$ cat src/rtl/fwd_scoreboard_if.sv
// Decode-side bundle of the forwarding scoreboard: issue/lookup requests in,
// stall and forward-source selects out.
interface fwd_scoreboard_if #(
  parameter int REG_ADDR_LEFT = 4,
  parameter int AGE_W         = 4,
  parameter int CNT_W         = 32
);
  logic [REG_ADDR_LEFT:0] r1_addr;
  logic [REG_ADDR_LEFT:0] r2_addr;
  logic                   early_use;
  logic                   iss_valid;
  logic                   iss_rw;
  logic [REG_ADDR_LEFT:0] iss_waddr;
  logic [AGE_W-1:0]       iss_lat;
  logic                   flush;
  logic                   stall_pipe;
  logic                   r1_fwd_en;
  logic                   r2_fwd_en;
  logic [AGE_W-1:0]       r1_fwd_age;
  logic [AGE_W-1:0]       r2_fwd_age;
  logic                   b_r1_fwd_en;
  logic                   b_r2_fwd_en;
  logic [AGE_W-1:0]       b_r1_fwd_age;
  logic [AGE_W-1:0]       b_r2_fwd_age;
  logic [CNT_W-1:0]       stall_count;

  modport master (
    output r1_addr, r2_addr, early_use, iss_valid, iss_rw, iss_waddr, iss_lat, flush,
    input  stall_pipe, r1_fwd_en, r2_fwd_en, r1_fwd_age, r2_fwd_age,
           b_r1_fwd_en, b_r2_fwd_en, b_r1_fwd_age, b_r2_fwd_age, stall_count
  );

  modport slave (
    input  r1_addr, r2_addr, early_use, iss_valid, iss_rw, iss_waddr, iss_lat, flush,
    output stall_pipe, r1_fwd_en, r2_fwd_en, r1_fwd_age, r2_fwd_age,
           b_r1_fwd_en, b_r2_fwd_en, b_r1_fwd_age, b_r2_fwd_age, stall_count
  );
endinterface

$ cat src/rtl/fwd_scoreboard.sv
// Per-register scoreboard of in-flight writers: ages each writer, stalls
// consumers whose producer is not yet forwardable, and selects forward sources.
module fwd_sb_entry #(
  parameter int AGE_W      = 4,
  parameter int RETIRE_AGE = 3
) (
  input  logic             clk,
  input  logic             rst_n,
  input  logic             wr_i,
  input  logic [AGE_W-1:0] lat_i,
  output logic             vld_o,
  output logic [AGE_W-1:0] age_o,
  output logic [AGE_W-1:0] rdy_o
);
  localparam logic [AGE_W-1:0] RET = AGE_W'(RETIRE_AGE);

  logic             vld_q, vld_d;
  logic [AGE_W-1:0] age_q, age_d;
  logic [AGE_W-1:0] rdy_q, rdy_d;
  logic [AGE_W-1:0] end_age;

  // Long ops outlive the normal writeback point until their own result lands.
  assign end_age = (rdy_q > RET) ? rdy_q : RET;

  always_comb begin
    vld_d = vld_q;
    age_d = age_q;
    rdy_d = rdy_q;
    if (wr_i) begin
      vld_d = 1'b1;
      age_d = '0;
      rdy_d = lat_i;
    end else if (vld_q) begin
      if (age_q == end_age) begin
        vld_d = 1'b0;
        age_d = '0;
        rdy_d = '0;
      end else begin
        age_d = age_q + AGE_W'(1);
      end
    end
  end

  always_ff @(posedge clk) begin
    if (!rst_n) begin
      vld_q <= 1'b0;
      age_q <= '0;
      rdy_q <= '0;
    end else begin
      vld_q <= vld_d;
      age_q <= age_d;
      rdy_q <= rdy_d;
    end
  end

  assign vld_o = vld_q;
  assign age_o = age_q;
  assign rdy_o = rdy_q;
endmodule

module fwd_scoreboard #(
  parameter int REG_ADDR_LEFT = 4,
  parameter int AGE_W         = 4,
  parameter int RETIRE_AGE    = 3,
  parameter int CNT_W         = 32
) (
  input logic              clk,
  input logic              rst_n,
  fwd_scoreboard_if.slave  sb
);
  localparam int RA_W = REG_ADDR_LEFT + 1;
  localparam int NREG = 2 ** RA_W;

  logic [NREG-1:0]             ent_vld;
  logic [NREG-1:0][AGE_W-1:0]  ent_age;
  logic [NREG-1:0][AGE_W-1:0]  ent_rdy;
  logic [NREG-1:0]             ent_wr;

  logic [1:0][RA_W-1:0]  src_addr;
  logic [1:0]            hit;
  logic [1:0]            stall;
  logic [1:0][AGE_W-1:0] src_age;
  logic [1:0][AGE_W-1:0] src_rdy;
  logic                  stall_any;
  logic                  fire;

  logic [1:0]            fwd_en_q, fwd_en_d;
  logic [1:0][AGE_W-1:0] fwd_age_q, fwd_age_d;
  logic [CNT_W-1:0]      cnt_q, cnt_d;

  assign src_addr[0] = sb.r1_addr;
  assign src_addr[1] = sb.r2_addr;

  // Register 0 is hardwired: no entry is ever written for it.
  assign ent_wr[0] = 1'b0;
  for (genvar i = 1; i < NREG; i++) begin : g_wr
    assign ent_wr[i] = fire && !sb.iss_rw && (sb.iss_waddr == RA_W'(i));
  end

  for (genvar i = 0; i < NREG; i++) begin : g_ent
    fwd_sb_entry #(.AGE_W(AGE_W), .RETIRE_AGE(RETIRE_AGE)) u_ent (
      .clk   (clk),
      .rst_n (rst_n),
      .wr_i  (ent_wr[i]),
      .lat_i (sb.iss_lat),
      .vld_o (ent_vld[i]),
      .age_o (ent_age[i]),
      .rdy_o (ent_rdy[i])
    );
  end

  // Early consumers read in s2, so they need the result one cycle sooner.
  always_comb begin
    hit     = '0;
    stall   = '0;
    src_age = '0;
    src_rdy = '0;
    for (int k = 0; k < 2; k++) begin
      hit[k]     = ent_vld[src_addr[k]] && (src_addr[k] != '0);
      src_age[k] = ent_age[src_addr[k]];
      src_rdy[k] = ent_rdy[src_addr[k]];
      if (sb.early_use)
        stall[k] = hit[k] && ({1'b0, src_rdy[k]} > {1'b0, src_age[k]});
      else
        stall[k] = hit[k] && ({1'b0, src_rdy[k]} > ({1'b0, src_age[k]} + (AGE_W+1)'(1)));
    end
  end

  assign stall_any = sb.iss_valid && !sb.flush && (stall[0] || stall[1]);
  assign fire      = sb.iss_valid && !sb.flush && !stall_any;

  always_comb begin
    fwd_en_d  = '0;
    fwd_age_d = '0;
    cnt_d     = cnt_q;
    for (int k = 0; k < 2; k++) begin
      if (fire && hit[k]) begin
        fwd_en_d[k]  = !sb.early_use;
        fwd_age_d[k] = src_age[k] + AGE_W'(1);
      end
    end
    if (stall_any && (cnt_q != '1))
      cnt_d = cnt_q + CNT_W'(1);
  end

  always_ff @(posedge clk) begin
    if (!rst_n) begin
      fwd_en_q  <= '0;
      fwd_age_q <= '0;
      cnt_q     <= '0;
    end else begin
      fwd_en_q  <= fwd_en_d;
      fwd_age_q <= fwd_age_d;
      cnt_q     <= cnt_d;
    end
  end

  assign sb.stall_pipe   = stall_any;
  assign sb.r1_fwd_en    = fwd_en_q[0];
  assign sb.r2_fwd_en    = fwd_en_q[1];
  assign sb.r1_fwd_age   = fwd_age_q[0];
  assign sb.r2_fwd_age   = fwd_age_q[1];
  assign sb.b_r1_fwd_en  = hit[0] && sb.early_use && !stall[0];
  assign sb.b_r2_fwd_en  = hit[1] && sb.early_use && !stall[1];
  assign sb.b_r1_fwd_age = hit[0] ? src_age[0] : '0;
  assign sb.b_r2_fwd_age = hit[1] ? src_age[1] : '0;
  assign sb.stall_count  = cnt_q;
endmodule

$ cat src/flat_wrapper.sv
// flat-port wrapper written by rule: the top's interface ports become plain ports
module fwd_scoreboard_flat 
#(
  parameter int REG_ADDR_LEFT = 4,
  parameter int AGE_W         = 4,
  parameter int RETIRE_AGE    = 3,
  parameter int CNT_W         = 32
)
  (clk, rst_n, sb_r1_addr, sb_r2_addr, sb_early_use, sb_iss_valid, sb_iss_rw, sb_iss_waddr, sb_iss_lat, sb_flush, sb_stall_pipe, sb_r1_fwd_en, sb_r2_fwd_en, sb_r1_fwd_age, sb_r2_fwd_age, sb_b_r1_fwd_en, sb_b_r2_fwd_en, sb_b_r1_fwd_age, sb_b_r2_fwd_age, sb_stall_count);
  fwd_scoreboard_if #(.REG_ADDR_LEFT(REG_ADDR_LEFT), .AGE_W(AGE_W), .CNT_W(CNT_W)) sb_i ();
  input logic clk;
  input logic rst_n;
  input wire logic [$bits(sb_i.r1_addr)-1:0] sb_r1_addr;
  input wire logic [$bits(sb_i.r2_addr)-1:0] sb_r2_addr;
  input wire logic [$bits(sb_i.early_use)-1:0] sb_early_use;
  input wire logic [$bits(sb_i.iss_valid)-1:0] sb_iss_valid;
  input wire logic [$bits(sb_i.iss_rw)-1:0] sb_iss_rw;
  input wire logic [$bits(sb_i.iss_waddr)-1:0] sb_iss_waddr;
  input wire logic [$bits(sb_i.iss_lat)-1:0] sb_iss_lat;
  input wire logic [$bits(sb_i.flush)-1:0] sb_flush;
  output wire logic [$bits(sb_i.stall_pipe)-1:0] sb_stall_pipe;
  output wire logic [$bits(sb_i.r1_fwd_en)-1:0] sb_r1_fwd_en;
  output wire logic [$bits(sb_i.r2_fwd_en)-1:0] sb_r2_fwd_en;
  output wire logic [$bits(sb_i.r1_fwd_age)-1:0] sb_r1_fwd_age;
  output wire logic [$bits(sb_i.r2_fwd_age)-1:0] sb_r2_fwd_age;
  output wire logic [$bits(sb_i.b_r1_fwd_en)-1:0] sb_b_r1_fwd_en;
  output wire logic [$bits(sb_i.b_r2_fwd_en)-1:0] sb_b_r2_fwd_en;
  output wire logic [$bits(sb_i.b_r1_fwd_age)-1:0] sb_b_r1_fwd_age;
  output wire logic [$bits(sb_i.b_r2_fwd_age)-1:0] sb_b_r2_fwd_age;
  output wire logic [$bits(sb_i.stall_count)-1:0] sb_stall_count;
  assign sb_i.r1_addr = sb_r1_addr;
  assign sb_i.r2_addr = sb_r2_addr;
  assign sb_i.early_use = sb_early_use;
  assign sb_i.iss_valid = sb_iss_valid;
  assign sb_i.iss_rw = sb_iss_rw;
  assign sb_i.iss_waddr = sb_iss_waddr;
  assign sb_i.iss_lat = sb_iss_lat;
  assign sb_i.flush = sb_flush;
  assign sb_stall_pipe = sb_i.stall_pipe;
  assign sb_r1_fwd_en = sb_i.r1_fwd_en;
  assign sb_r2_fwd_en = sb_i.r2_fwd_en;
  assign sb_r1_fwd_age = sb_i.r1_fwd_age;
  assign sb_r2_fwd_age = sb_i.r2_fwd_age;
  assign sb_b_r1_fwd_en = sb_i.b_r1_fwd_en;
  assign sb_b_r2_fwd_en = sb_i.b_r2_fwd_en;
  assign sb_b_r1_fwd_age = sb_i.b_r1_fwd_age;
  assign sb_b_r2_fwd_age = sb_i.b_r2_fwd_age;
  assign sb_stall_count = sb_i.stall_count;
  fwd_scoreboard #(.REG_ADDR_LEFT(REG_ADDR_LEFT), .AGE_W(AGE_W), .RETIRE_AGE(RETIRE_AGE), .CNT_W(CNT_W)) u_core (.clk(clk), .rst_n(rst_n), .sb(sb_i));
endmodule
$ cat config.mk
export PLATFORM = sky130hd
export DESIGN_NAME = fwd_scoreboard_flat
export DESIGN_NICKNAME = d
export VERILOG_FILES = /design/src/rtl/fwd_scoreboard_if.sv /design/src/rtl/fwd_scoreboard.sv /design/src/flat_wrapper.sv
export SDC_FILE = /design/constraint.sdc
export NUM_CORES = 1
export LEC_CHECK = 0
export CAP_MARGIN = 20
export CELL_PAD_IN_SITES_DETAIL_PLACEMENT = 1
export CELL_PAD_IN_SITES_GLOBAL_PLACEMENT = 1
export CORE_UTILIZATION = 40
export CTS_CLUSTER_SIZE = 28
export DETAILED_ROUTE_END_ITERATION = 8
export GPL_ROUTABILITY_DRIVEN = 0
export GPL_TIMING_DRIVEN = 0
export PLACE_DENSITY = 0.68
export SLEW_MARGIN = 20
export SYNTH_ARGS = -nofsm -noshare
export SYNTH_HDL_FRONTEND = slang
export SYNTH_SLANG_ARGS = --single-unit
export TNS_END_PERCENT = 10
$ cat constraint.sdc
create_clock -name clk -period 11.5 [get_ports clk]
set_input_delay 2.875 -clock clk [delete_from_list [all_inputs] [get_ports clk]]
set_output_delay 2.875 -clock clk [all_outputs]
set_load 0.005 [all_outputs]
### After elaboration in Yosys (flattened, before gate mapping)

Index checks and enable logic that the tools add are counted.

| storage, ports and cells | value |
|---|---|
| flip-flop bits (word level) | 326 |
| input port bits | 25 |
| output and inout port bits | 53 |
| logic and storage cells | 689 |

| operators by class | value |
|---|---|
| $add $sub $neg | 37 |
| order comparisons | 37 |
| equal/unequal tests | 64 |
| multiplexer cells | 266 |
| bitwise logic cells | 1 |
| reductions and logical operators | 184 |

Operator list:

| cell | number |
|---|---|
| $mux W4 | 162 |
| $add A4 B1 Y4 const B | 34 |
| $eq A4 B4 Y1 | 31 |
| $gt A4 B2 Y1 const B | 31 |
| $reduce_bool A2 Y1 | 62 |
| $mux W1 | 98 |
| $bmux W4 S5 | 4 |
| $eq A5 B5 Y1 const B | 16 |
| $reduce_and A2 Y1 | 34 |
| $reduce_or A2 Y1 | 31 |
| $logic_and A1 B1 Y1 | 48 |
| $eq A5 B4 Y1 const B | 8 |
| $add A32 B1 Y32 const B | 1 |
| $ne A32 B32 Y1 const B | 1 |
| $eq A5 B3 Y1 const B | 4 |
| $lt A5 B6 Y1 const B | 2 |
| $add A4 B1 Y5 const B | 2 |
| $bmux W1 S5 | 2 |
| $eq A5 B2 Y1 const B | 2 |
| $gt A4 B5 Y1 | 2 |
| $reduce_bool A5 Y1 | 2 |
| $gt A4 B4 Y1 | 2 |
| $logic_not A1 Y1 | 6 |
| $eq A5 B1 Y1 const B | 1 |
| other kinds (3) | 3 |

### Longest topological paths before layout

| logic depth | value |
|---|---|
| word-level depth | 14 |
| gate-level depth with buffers | 23 |
| mapped depth without buffers | 15 |

### Modules after synthesis

Synthesis repeated with hierarchy kept, for this count alone.

| unflattened totals | value |
|---|---|
| cell total of the unflattened synthesis | 2691 |
| area, all modules | 23546.3 µm² |

By module, submodules not included:

| module | instances | cells an instance | area an instance (µm²) | seq. area each (µm²) |
|---|---|---|---|---|
| fwd_sb_entry | 32 | 61 | 503.0 | 180.2 |
| fwd_scoreboard | 1 | 739 | 7450.9 | 840.8 |

### Worst setup path before layout

Ideal clock, no wire load.

| timing | value |
|---|---|
| path type | in2out |
| start | input port sb_r2_addr[0] |
| end | output port sb_stall_pipe |
| arrival time | 7281 ps |
| required time | 8625 ps |
| slack | 1344 ps |
| stages on the path | 20 |
| buffers on the path | 8 |
| cells stage by stage | buf_4 -> buf_2 -> buf_4 -> buf_4 -> buf_2 -> buf_2 -> mux4_2 -> mux4_2 -> nor2_1 -> nor2_1 -> ha_1 -> nor2b_1 -> o21a_1 -> o21a_1 -> o211ai_1 -> a221oi_2 -> nor2_1 -> clkbuf_1 -> clkbuf_1 -> nor2_1 |

| between the ends | value |
|---|---|
| cells in the longest elaborated chain, start to end | 8 |
| elaborated cells between the ends (all ways) | 16 |
| those cells by class | add/sub: 1; order compare: 2; mux: 7; reduce/logical: 6 |

Ends and longest elaborated chain:

| what | line | source |
|---|---|---|
| from (decl) | flat_wrapper.sv:14 | `input wire logic [$bits(sb_i.r2_addr)-1:0] sb_r2_addr;` |
| $bmux W4 S5 | fwd_scoreboard.sv:120 | `src_age[k] = ent_age[src_addr[k]];` |
| $mux W4 (not written as such) | fwd_scoreboard.sv:120 |  |
| $add A4 B1 Y5 | fwd_scoreboard.sv:125 | `stall[k] = hit[k] && ({1'b0, src_rdy[k]} > ({1'b0, src_age[k]} + (AGE_W+1)'(1)));` |
| $gt A4 B5 Y1 | fwd_scoreboard.sv:125 |  |
| $logic_and A1 B1 Y1 | fwd_scoreboard.sv:125 |  |
| $mux W1 (*) | fwd_scoreboard.sv:122 | `if (sb.early_use)` |
| $logic_or A1 B1 Y1 (*) | fwd_scoreboard.sv:129 | `assign stall_any = sb.iss_valid && !sb.flush && (stall[0] \|\| stall[1]);` |
| $logic_and A1 B1 Y1 (*) | fwd_scoreboard.sv:129 |  |
| to (decl) | flat_wrapper.sv:21 | `output wire logic [$bits(sb_i.stall_pipe)-1:0] sb_stall_pipe;` |

Every way passes the cells marked *; elsewhere a longest branch is shown, timed or not. The select of a mux whose other input is x is not followed.

### Worst setup path in the final report

| timing | value |
|---|---|
| start | input port sb_r1_addr[1] |
| end | output port sb_stall_pipe |

| between the ends | value |
|---|---|
| cells in the longest elaborated chain, start to end | 8 |
| elaborated cells between the ends (all ways) | 16 |
| those cells by class | add/sub: 1; order compare: 2; mux: 7; reduce/logical: 6 |

Ends and longest elaborated chain:

| what | line | source |
|---|---|---|
| from (decl) | flat_wrapper.sv:13 | `input wire logic [$bits(sb_i.r1_addr)-1:0] sb_r1_addr;` |
| $bmux W4 S5 | fwd_scoreboard.sv:120 |  |
| $mux W4 (not written as such) | fwd_scoreboard.sv:120 |  |
| $add A4 B1 Y5 | fwd_scoreboard.sv:125 |  |
| $gt A4 B5 Y1 | fwd_scoreboard.sv:125 |  |
| $logic_and A1 B1 Y1 | fwd_scoreboard.sv:125 |  |
| $mux W1 (*) | fwd_scoreboard.sv:122 |  |
| $logic_or A1 B1 Y1 (*) | fwd_scoreboard.sv:129 |  |
| $logic_and A1 B1 Y1 (*) | fwd_scoreboard.sv:129 |  |

Marked as above.

==> run summary <==
Ys Warns = 0
Die Height = 234.4 um
Setup CP Type = in -> out
Met3 Use GR = 6.407%
R2R depth = 18
Relative max-transition margin = 20.86%
Synth cell types = 63
Commonest non-fill, non-tap cell in the layout = dfxtp_1
Crit-path max FO = 19
IO Pins = 78
Crit path time final = 11.29 ns
Hold path endpoint = u_core.sb.stall_count[13]$_SDFFE_PN0P_
Clock Latency Late Sink = 0.58 ns
Vias per cell = 6.488
Leak = 0.008347 uW
IO buf count = 70
Fin. max-slew vios = 0
Final Hold Viols = 0
FF+latch count, synth = 326
Comb pwr share = 9.1%
Final wirelength = 89400 um
Int Pwr = 2008 uW
Syn Inst Count = 2330
Die area = 0.05496 mm^2
Met2 Resource Use GR = 51.84%
Average wire per standard cell = 28.32 um
Multi-input logic area = 0.01448 mm^2
Post-route antenna net violation count = 0
Tot GR Track Use = 32.69%
Dpl cells = 3089
Area growth, synth to finish = 14.31%
Vias in the first global route = 20680
Hpwl dp = 67050 um
Hold-critical path depth = 2
Syn_nets = 2406
Period utilization = 98.19%
P_sw = 705.0 uW
RSZ-0062 raised after global routing = false
Post-synthesis sequential area ratio = 30.20%
Layout cells sized above 1 = 14.38%
Worst VDD drop = 0.09202 mV
Post-Syn Area = 0.02161 mm^2
Clock Power Share = 49.0%
Final #Nets = 2518
Cts hold-fix bufs = 0
Crit path DAT = 8.42 ns
# DRC = 0
First drt pass iteration count = 5
Largest net degree at the start of global routing = 20
Via count = 20480
Post-synth EDFFs = 0
CTS buffer count = 41
Leading cell types in the layout, fill and taps excluded = dfxtp_1 (326), nand2_1 (265), mux2i_1 (202)
Max clock buf depth = 3
Global route overflow = 0
R2R Path End = u_core.g_ent[7].u_ent.rdy_o[2]$_SDFFE_PN0P_
Sw frac = 25.99%
Final std cells w/o fill = 3157
Final Hold Slack = 0.4928 ns
Met1 GRT Util = 41.55%
Die X-Extent = 234.4 um
Sequential cell area = 0.006526 mm^2
Worst hold start = u_core.sb.stall_count[13]$_SDFFE_PN0P_
Initial antenna violation count = 2
Main synth FF type = dfxtp_1
R2r setup slk = 6.07 ns
Worst Path Required = 8.63 ns
Max-cap viol count = 0
1st-iter DRT viols = 1940
Core Footprint = 0.05297 mm^2
Sequential power share = 41.9%
Sinks on Clock Net = 326
Worst r2r src = u_core.g_ent[11].u_ent.age_o[0]$_SDFFE_PP0P_
Clk pin slew, worst setup/hold paths = 0.06 ns
Clock Skews = 0.02791 ns
Initial core utilization = 40.79%
Worst setup SP type = input pin
Worst hold-check path type = reg -> reg
Tightest Pin Transition = 1.187 ns
First-pass GRT wire length = 132700 um
PwrDens = 109.8 mW/mm^2
Row cnt = 84
Gr busiest metal = met2
Synthesized area per cell = 9.274 um^2
Clk root buf = clkbuf_16
TritonCTS clock tree = done
H-tree depth = 2
Overall Power = 2713 uW
Outcome = finished clean
CP endpoint kind = primary output
Fillcell total = 6092
Ant. Diodes = 0
Peak Freq = 88.56 MHz
Async S/R FF share, synth = 0%
# setup viols final = 0
## synthesized netlist by cell type, drive strengths merged, types with 38 or more instances
cell | count | area (um^2)
o21a | 38 | 285.3
a21oi | 175 | 875.8
ha | 51 | 638.1
nor2b | 74 | 462.9
clkbuf | 77 | 289.0
dfxtp | 326 | 6526
and3 | 47 | 294.0
nor2 | 118 | 442.9
nand2b | 60 | 375.4
nor3b | 57 | 427.9
o21ai | 101 | 505.5
mux2 | 41 | 461.7
mux2i | 206 | 2062
nor3 | 212 | 1388
nand2 | 265 | 994.7
mux4 | 137 | 3085
xnor2 | 69 | 604.3
buf | 43 | 301.5
## critical path: stages
cell and delay, ns:
clkdlybuf4s50_1 0.59, clkbuf_2 0.32, buf_4 0.35, clkbuf_2 0.48
mux4_2 0.50, mux4_2 0.56, mux2i_1 0.39, ha_1 0.32
nand4_1 0.10, o211ai_1 0.13, a221oi_4 0.59, nor2_1 0.14
clkbuf_2 0.33, nor2_1 0.19, clkdlybuf4s50_1 0.52
## routing by layer
metal  vias up  wire length [um]
met5         -                13
met4         2              5509
met3       281              7412
met2      1022             40710
met1     10310             35750
li1       8866                 -
## what timing repair did
action | in CTS | in global routing
resized for setup | 44 | 28
pin swaps | 1 | 2
setup buffers | 1 | 0
setup endpoints to repair | 2 | 1
## metrics by stage
step / TNS, ns / setup WS, ns / area, um^2 / utilization [%]
after CTS: 0 / 0.002645 / 24650 / 46.53
after global routing: 0 / 0.08265 / 24700 / 46.63
after detailed placement: -2.083 / -1.759 / 23180 / 43.77
after global placement: -1.832 / -1.620 / 23170 / 43.74
after floorplan: 0 / 1.344 / 21610 / -
final: 0 / 0.2078 / 24700 / 46.63
## state kept, by name, indices dropped and copies added (netlist names)
| signal | cells |
|---|---|
| u_core.g_ent.u_ent.rdy_o | 124 |
| u_core.g_ent.u_ent.vld_o | 32 |
| u_core.sb.r1_fwd_age | 4 |
| u_core.g_ent.u_ent.age_o | 128 |
| u_core.fwd_en_q | 2 |
| u_core.sb.stall_count | 32 |
| u_core.sb.r2_fwd_age | 4 |
## power by group through the flow
stage / registers [uW] / clock network (uW) / logic, uW
floorplan: 1160 / 0 / 143
global placement: 1160 / 0 / 230
detailed placement: 1160 / 0 / 235
CTS: 1140 / 1350 / 240
global route: 1140 / 1400 / 256
finish: 1140 / 1330 / 248
## cells by family after synthesis
logic type / count (synthesis) / share of synthesized area, %
buf+inv: 145 / 3.167
xor+xnor: 75 / 3.040
flops: 326 / 30.20
fa+ha+maj: 51 / 2.953
mux: 384 / 25.96
compound gates: 383 / 10.39
simple gates: 966 / 24.28
## final cells by class
cell class	count	area share [%]
multi-input combinational	1859	58.62
sequential	326	26.42
clock buffer	58	4.777
tap	688	3.485
timing repair buffer	73	2.938
buffer	116	2.695
clock inverter	12	0.6889
inverter	25	0.3799
## how the worst max path moves through the flow
stage             startpoint             to  depth (start not counted)
6_report       sb_r1_addr[1]  sb_stall_pipe                         15
4_1_cts        sb_r1_addr[0]  sb_stall_pipe                         21
5_1_grt        sb_r1_addr[0]  sb_stall_pipe                         21
3_5_place_dp   sb_r2_addr[1]  sb_stall_pipe                         22
3_3_place_gp   sb_r2_addr[1]  sb_stall_pipe                         22
2_1_floorplan  sb_r2_addr[0]  sb_stall_pipe                         20
Power figures use the tool's default switching activity.
